<file path="src/rtl/adder_test_pkg.sv">
// Shared definitions for the adder probe family (half, full and ripple adders).
// Provides the probe FSM state encoding and the width derivations for the
// error counter and the failing-vector index.
package adder_test_pkg;

  localparam logic [1:0] IDLE   = 2'd0;
  localparam logic [1:0] SETTLE = 2'd1;
  localparam logic [1:0] CHECK  = 2'd2;
  localparam logic [1:0] DONE   = 2'd3;

  // The error count must hold 4^W, the number of vectors in a run.
  function automatic int unsigned err_count_w(input int unsigned width);
    return 2 * width + 1;
  endfunction

  // One index per {a,b} operand pair.
  function automatic int unsigned fail_vec_w(input int unsigned width);
    return 2 * width;
  endfunction

endpackage

</file>
<file path="src/rtl/adder_golden.sv">
// Golden reference adder for the probe checker.
// Ports:
//   a, b : WIDTH-bit operands
//   sum  : WIDTH+1-bit zero-extended a+b
module adder_golden #(
  parameter int unsigned WIDTH = 1
) (
  input  logic [WIDTH-1:0] a,
  input  logic [WIDTH-1:0] b,
  output logic [WIDTH:0]   sum
);

  always_comb begin
    sum = {1'b0, a} + {1'b0, b};
  end

endmodule

</file>
<file path="src/rtl/adder_probe_seq.sv">
// Exhaustive sequential probe for a combinational adder.
// On start it walks every {a,b} pair in increasing order, holds each pair
// for SETTLE_CYCLES cycles, then compares {c,s} against a golden a+b.
// Ports:
//   clk, rst   : clock, synchronous active-high reset
//   start      : run request, honoured only in IDLE and DONE
//   a, b       : operands driven to the adder under test
//   s, c       : sum and carry returned by the adder under test
//   busy, done : run in progress / run finished (level)
//   pass       : no mismatches in the last run (valid while done)
//   err_count  : saturating count of mismatching vectors
//   fail_vec   : index of the first mismatching vector
module adder_probe_seq
  import adder_test_pkg::*;
#(
  parameter int unsigned WIDTH         = 1,
  parameter int unsigned SETTLE_CYCLES = 2
) (
  input  logic                             clk,
  input  logic                             rst,
  input  logic                             start,
  output logic [WIDTH-1:0]                 a,
  output logic [WIDTH-1:0]                 b,
  input  logic [WIDTH-1:0]                 s,
  input  logic                             c,
  output logic                             busy,
  output logic                             done,
  output logic                             pass,
  output logic [err_count_w(WIDTH)-1:0]    err_count,
  output logic [fail_vec_w(WIDTH)-1:0]     fail_vec
);

  localparam int unsigned EW = err_count_w(WIDTH);
  localparam int unsigned VW = fail_vec_w(WIDTH);
  localparam int unsigned CW = (SETTLE_CYCLES > 1) ? $clog2(SETTLE_CYCLES) : 1;
  localparam logic [CW-1:0] CNT_RELOAD = CW'(SETTLE_CYCLES - 1);
  localparam logic [VW-1:0] VEC_LAST   = '1;

  logic [1:0]    state_q, state_d;
  logic [CW-1:0] cnt_q, cnt_d;
  logic [VW-1:0] vec_q, vec_d;
  logic          busy_q, busy_d;
  logic          done_q, done_d;
  logic          pass_q, pass_d;
  logic [EW-1:0] err_q, err_d;
  logic [VW-1:0] fv_q, fv_d;

  logic [WIDTH:0] expected;
  logic           mismatch;

  assign a = vec_q[VW-1:WIDTH];
  assign b = vec_q[WIDTH-1:0];

  adder_golden #(.WIDTH(WIDTH)) u_golden (
    .a   (a),
    .b   (b),
    .sum (expected)
  );

  assign mismatch = ({c, s} != expected);

  always_comb begin
    state_d = state_q;
    cnt_d   = cnt_q;
    vec_d   = vec_q;
    busy_d  = busy_q;
    done_d  = done_q;
    pass_d  = pass_q;
    err_d   = err_q;
    fv_d    = fv_q;
    case (state_q)
      IDLE, DONE: begin
        if (start) begin
          vec_d   = '0;
          err_d   = '0;
          fv_d    = '0;
          cnt_d   = CNT_RELOAD;
          busy_d  = 1'b1;
          done_d  = 1'b0;
          pass_d  = 1'b0;
          state_d = SETTLE;
        end
      end
      SETTLE: begin
        if (cnt_q == '0) begin
          state_d = CHECK;
        end else begin
          cnt_d = cnt_q - CW'(1);
        end
      end
      CHECK: begin
        if (mismatch) begin
          if (err_q != '1) begin
            err_d = err_q + EW'(1);
          end
          if (err_q == '0) begin
            fv_d = vec_q;
          end
        end
        // Terminal vector detected by compare so vec never wraps mid-run.
        if (vec_q == VEC_LAST) begin
          state_d = DONE;
          busy_d  = 1'b0;
          done_d  = 1'b1;
          pass_d  = (err_q == '0) && !mismatch;
        end else begin
          vec_d   = vec_q + VW'(1);
          cnt_d   = CNT_RELOAD;
          state_d = SETTLE;
        end
      end
      default: begin
        state_d = IDLE;
      end
    endcase
  end

  always_ff @(posedge clk) begin
    if (rst) begin
      state_q <= IDLE;
      cnt_q   <= '0;
      vec_q   <= '0;
      busy_q  <= 1'b0;
      done_q  <= 1'b0;
      pass_q  <= 1'b0;
      err_q   <= '0;
      fv_q    <= '0;
    end else begin
      state_q <= state_d;
      cnt_q   <= cnt_d;
      vec_q   <= vec_d;
      busy_q  <= busy_d;
      done_q  <= done_d;
      pass_q  <= pass_d;
      err_q   <= err_d;
      fv_q    <= fv_d;
    end
  end

  assign busy      = busy_q;
  assign done      = done_q;
  assign pass      = pass_q;
  assign err_count = err_q;
  assign fail_vec  = fv_q;

endmodule

</file>
<file path="config.mk">
export PLATFORM = sky130hd
export DESIGN_NAME = adder_probe_seq
export DESIGN_NICKNAME = d
export VERILOG_FILES = /design/src/rtl/adder_test_pkg.sv /design/src/rtl/adder_golden.sv /design/src/rtl/adder_probe_seq.sv
export SDC_FILE = /design/constraint.sdc
export NUM_CORES = 1
export LEC_CHECK = 0
export BUFFER_PORTS_ARGS = -buffer_cell sky130_fd_sc_hd__clkbuf_2
export CAP_MARGIN = 20
export CORE_ASPECT_RATIO = 0.9
export CORE_MARGIN = 2
export CORE_UTILIZATION = 30
export DETAILED_ROUTE_END_ITERATION = 7
export PLACE_DENSITY = 0.54
export SETUP_SLACK_MARGIN = 0.4
export SLEW_MARGIN = 40
export SYNTH_ARGS = -nofsm -noshare
export SYNTH_HDL_FRONTEND = slang
export SYNTH_SLANG_ARGS = --single-unit
</file>
<file path="constraint.sdc">
create_clock -name clk -period 3.35 [get_ports clk]
set_clock_uncertainty 0.2 [all_clocks]
set_input_delay 0.1675 -clock clk [delete_from_list [all_inputs] [get_ports clk]]
set_output_delay 0.1675 -clock clk [all_outputs]
set_load 0.02 [all_outputs]
</file>
==> results of run 1 <==
synth_stat cells:
cell type / number / share of area (%)
a21oi_1: 10 / 6.7
a41o_1: 2 / 2.7
buf_2: 2 / 1.3
nor2b_1: 3 / 2.5
a211oi_1: 1 / 1.0
mux2_2: 1 / 1.5
a31oi_4: 1 / 2.8
nor2_1: 5 / 2.5
mux2i_2: 1 / 1.8
xnor2_1: 1 / 1.2
mux2i_1: 2 / 2.7
nor4_1: 1 / 0.84
nand4_1: 2 / 1.7
nor3_1: 2 / 1.3
inv_1: 5 / 2.5
a211o_1: 1 / 1.2
a22oi_1: 1 / 1.0
and2_1: 1 / 0.84
a311oi_1: 1 / 1.2
clkbuf_1: 1 / 0.50
nand2b_1: 5 / 4.2
o22a_1: 1 / 1.2
nand2_1: 9 / 4.5
or2b_1: 1 / 1.0
dfxtp_1: 13 / 35
ha_1: 6 / 10
nand2_2: 1 / 0.84
o21ai_0: 5 / 3.3
xnor2_2: 1 / 2.2
worst max-delay path, cell delays in order (launching register included):
cell,delay (ps)
dfxtp_1,330
inv_1,60
ha_1,440
mux2i_2,230
a31oi_4,300
a211oi_1,120
a41o_1,220
per-layer routing:
metal	up-vias	share of wire (%)	global-route usage, %
met5	-	0	0
met4	0	3.3	7.143
met1	281	49	15.34
met3	5	3.6	2.025
met2	11	44	18.02
li1	337	-	-
final cells by class:
class / count / area [sq um]
Inverter: 5 / 18.77
Fill cell: 261 / 1539
Timing Repair Buffer: 14 / 70.07
Clock buffer: 4 / 26.28
Sequential cell: 13 / 260.3
Multi-Input combinational cell: 65 / 454.2
Tap cell: 28 / 35.03
stage by stage:
stage                     setup slack, ps  utilization (%)  hold slack [ps]  area (sq um)  std cells
after CTS                            1381            35.97            57.69         864.6        129
after global routing                 1255            35.97            90.49         864.6        129
after detailed placement             1387            34.88            271.8         838.3        125
final                                1362            35.97            60.55         864.6        129
after global placement               1436            34.88            267.3         838.3        125
after floorplan                      1516                -            151.1         747.0         86
registers in the layout (all words and copies together), names as in the netlist:
signal,cells
pass,1
err_count,3
state_q,2
busy,1
vec_q,2
fail_vec,2
cnt_q,1
done,1
logic make-up (layout without fill, tap and decap cells):
logic type,count (synthesis),after routing
muxes,4,4
and+or+nand+nor,30,30
buffers and inverters,8,23
xor gates and xnor gates,2,2
adders and majority gates,6,6
AOI/OAI and AO/OA,23,23
DFF,13,13
power breakdown:
group	total (mW)	internal, mW	switching [mW]	leakage, nW
Sequential	0.167	0.161	0.00547	0.106
Clock	0.103	0.0463	0.0563	0.0150
Combinational	0.0707	0.0300	0.0407	0.259
how the worst min path moves through the flow:
stage,depth (start not counted),to,slack (ps)
after global routing,4,pass$_SDFFE_PP0P_,90
after global placement,2,fail_vec[1]$_SDFFE_PP0P_,270
after floorplan,2,fail_vec[0]$_SDFFE_PP0P_,150
final,4,pass$_SDFFE_PP0P_,60
after CTS,4,pass$_SDFFE_PP0P_,60
after detailed placement,2,fail_vec[1]$_SDFFE_PP0P_,270
==> flow_summary.ini, run 1 <==
[run_status]
outcome = complete, no violations

[critical_path]
reg2reg_depth = 6
r2r-end = err_count[0]$_SDFFE_PP0P_
crit_fanout = 13
critical_path_arrival_ps = 1970
r2r-start = state_q[0]$_SDFFE_PP0P_
critPathRequiredTime_ps = 3340
reg2reg_slack_ps = 1360
path_class = register to register
worstSetupStartpoint = state_q[0]$_SDFFE_PP0P_
cp-end-kind = register
start_kind = register
crit_path_end = err_count[0]$_SDFFE_PP0P_

[global_route]
grt_pass1_wl_microns = 2642
grt_overflow = 0
grt_max_degree = 16
antenna_found_initial = 0
grt_pass1_vias = 613
grt_usage_pct = 11.75

[min_path]
min_path_type = primary input to register
hold_start = c

[cells_and_area]
finalNetCount = 113
n_antenna_cell = 0
final_common_cell = clkbuf_2
mostFrequentLayoutCells = clkbuf_2, dfxtp_1, a21oi_1, nand2_1, ha_1
syn_to_final_growth_pct = 15.75
drive_above_1_share_pct = 21.78

[power_and_ir_drop]
total_leakage_power_nw = 0.3792
finalPower_mw = 0.3399
p_per_area_nw_per_um2 = 393.2
peakVddDrop_v = 0.0001445

[timing]
tns_ps = 0
rsz0062_at_grt = no
hold_viol = 0
setup_viol = 0
fin_crit_ps = 1988
worstMarginPinSlew_ps = 473.6
fmax_mhz = 502.9
max_slew_margin_pct = 68.43
slew_viol_final = 0
period_share_pct = 59.36

[floorplan]
initial_core_util_pct = 31.08
ioPinCount = 15
die_h_microns = 51.34
rows = 17
die_x_microns = 56.60
dieArea_sq_um = 2905
core_area_sq_um = 2404

[clocking]
cts_made_buffers = 3
hold_buffers = 0
cts-root-buf = clkbuf_4
clk_latency_ps = 290
cts_tree = done
cts_max_path_buffers = 2
clk_pin_slew_ps = 80
clkSinkCount = 13
cts.htree.levels = 1
cts_setup_buffers = 0
post_cts_resized = 0

[yosys]
synth_cell_types = 29
synth-seq-cells = 13
synth.area.mux_share_pct = 6.030
yosysSeqAreaShare_pct = 34.84
syn_inst = 86
synth-simple-area-share_pct = 20.27
synth-compound-area-share_pct = 21.11
syn_area_sq_um = 747.0
yosys.area_share.adder_pct = 10.05
syn_avg_cell_area_sq_um = 8.686
synth_top_family_by_area = compound AO/OA/AOI/OAI gates
synth_xor_area_share_pct = 3.350
syn_nets = 97
yosys_warnings = 0

[routing]
drtPass1Iterations = 4
drt_iter0_drc = 8
vias = 634
wl_per_cell_microns = 11.55
viasPerCell = 4.915
detail-route-antenna-nets = 0
totalWireLength_microns = 1490
drc = 0

[placed_design]
place_congestion = 0.7558
hpwl_microns = 1105
portBuffers = 14

[flow_run]
maxCapViolations = 0
No activity file was read; power rests on OpenSTA's default activity.
==> run 2: changes to the inputs <==
clock period = 2.1 ns   (was 3.35 ns; I/O delays follow)
==> run 2 against run 1 <==
Net effect: die area unchanged; flip-flop and latch count unchanged; via count up 8.2%; wire length is 15% higher; clock power increased by 56%; cell count rose by 3.1%; fmax increased by 17%; worst setup slack worse by 960 ps; worst hold slack worse by 27 ps; clock-buffer cell count unchanged; first-iteration DRC count grew to 2.5 times the previous value; non-clock buffer count increased by 4; critical path type unchanged; critical endpoint unchanged; highest routed layer unchanged.
==> flow_summary.ini, run 2 (same netlist as run 1, synthesis figures left out) <==
[critical_path]
worstSetupStartpoint = state_q[0]$_SDFFE_PP0P_
r2r-end = err_count[0]$_SDFFE_PP0P_
cp_num_buf_inv = 1
cp_cell_sequence = inv_2 > ha_4 > mux2i_4 > a31oi_4 > a211oi_2 > a41o_1
path_class = register to register
cp-end-kind = register
critical_path_arrival_ps = 1680
crit_fanout = 7
start_kind = register
slowest_delay_ps = 340
slowest_stage = dfxtp_2
reg2reg_depth = 6
path_delay_family = compound AO/OA/AOI/OAI gates
critPathRequiredTime_ps = 2080
r2r-start = state_q[0]$_SDFFE_PP0P_
reg2reg_slack_ps = 400

[routing]
detail-route-antenna-nets = 0
vias = 686
drc = 0
wl_per_cell_microns = 12.89
viasPerCell = 5.158
totalWireLength_microns = 1715
drtPass1Iterations = 4
drt_iter0_drc = 20

[power_and_ir_drop]
finalPower_mw = 0.5776
total_leakage_power_nw = 0.4039
p_per_area_nw_per_um2 = 597.9
peakVddDrop_v = 0.0004392

[global_route]
grt_pass1_wl_microns = 2960
antenna_found_initial = 0
grt_max_degree = 16
grt_usage_pct = 13.43
grt_overflow = 0
grt_pass1_vias = 649

[clocking]
clk_latency_ps = 280
cts_tree = done
clkSinkCount = 13
clk_pin_slew_ps = 90
cts_made_buffers = 3
cts-root-buf = clkbuf_4
cts_max_path_buffers = 2
cts.htree.levels = 1

[floorplan]
rows = 17
die_x_microns = 56.60
die_h_microns = 51.34
dieArea_sq_um = 2905
initial_core_util_pct = 31.08
ioPinCount = 15
core_area_sq_um = 2404

[flow_run]
maxCapViolations = 0

[cells_and_area]
final_common_cell = clkbuf_2
syn_to_final_growth_pct = 29.31
finalNetCount = 117
largest_reg_flops = 3
mostFrequentLayoutCells = clkbuf_2, nand2_1, a21oi_1, dfxtp_1
instances_no_fill = 133
drive_above_1_share_pct = 33.33
n_antenna_cell = 0

[timing]
fmax_mhz = 589.5
max_slew_margin_pct = 79.27
timing.final.ws_setup_ps = 403.7
period_share_pct = 80.77
hold_viol = 0
fin_crit_ps = 1696
worstMarginPinSlew_ps = 310.9
slew_viol_final = 0
setup_viol = 0
tns_ps = 0
rsz0062_at_grt = yes

[min_path]
hold_start = s
min_path_type = primary input to register
min_path_cells = 4
min_to = pass$_SDFFE_PP0P_

[placed_design]
place_ws_ps = 230.0
portBuffers = 14
hpwl_microns = 1174
numPlacedInstances = 125
place_congestion = 0.6970

[run_status]
outcome = complete, no violations
## run 2: cell types whose count changed in the layout (fill, tap and decap cells not counted), sizes merged
| cell | change |
|---|---|
| buf | +3 |
| dlygate4sd3 | +1 |
## run 2: worst max-delay path by stage
stage                                end  slack, ps  depth (start not counted)
6_report       err_count[0]$_SDFFE_PP0P_        400                          6
5_1_grt        err_count[0]$_SDFFE_PP0P_        330                          6
4_1_cts        err_count[0]$_SDFFE_PP0P_        400                          6
3_5_place_dp   err_count[2]$_SDFFE_PP0P_        230                          5
3_3_place_gp   err_count[0]$_SDFFE_PP0P_        240                          5
2_1_floorplan  err_count[0]$_SDFFE_PP0P_        410                          5
## run 2: tightest hold or removal path, stage by stage
cell and delay [ps]:
clkbuf_2 100, xnor2_2 100, nand4_1 100, a21oi_1 60
## run 2: cell type report
cell class,instances,area [sq um]
multi-input combinational,65,515.5
tap,28,35.03
clock buffer,4,26.28
sequential,13,267.8
inverter,5,18.77
timing repair buffer,18,102.6
fill,250,1438
## run 2: power by group
part	internal, mW	switching [mW]	total, mW	leakage (nW)
clock network	0.0736	0.0872	0.161	0.0150
logic	0.0729	0.0787	0.152	0.281
registers	0.257	0.00841	0.265	0.108
total	0.403	0.174	0.578	0.404
## run 2: routing by layer
layer  routed length, microns  global-route usage, %  part of all wire (%)  vias up
li1                         -                      -                     -      340
met1                      832                  17.54                    49      330
met2                      797                  20.35                    46       14
met3                       71                  5.570                   4.1        2
met4                       13                  3.571                  0.76        0
met5                        0                      0                     0        -
## run 2: per-stage QoR
| step | util [%] | hold slack, ps | area [sq um] |
|---|---|---|---|
| 2_1_floorplan | - | 88.55 | 787.0 |
| 3_3_place_gp | 36.28 | 264.6 | 872.1 |
| 3_5_place_dp | 36.28 | 271.8 | 872.1 |
| 4_1_cts | 40.19 | 24.47 | 965.9 |
| 5_1_grt | 40.19 | 52.48 | 965.9 |
| 6_report | 40.19 | 33.96 | 965.9 |
## run 2: timing repair
item | CTS | global route
gates cloned | 0 | 0
hold buffers | 1 | 0
endpoints found under the hold margin | 1 | 0
pin swaps | 2 | 2
gates resized for setup | 8 | 0
buffers inserted | 3 | 0
setup endpoints to repair | 7 | 6
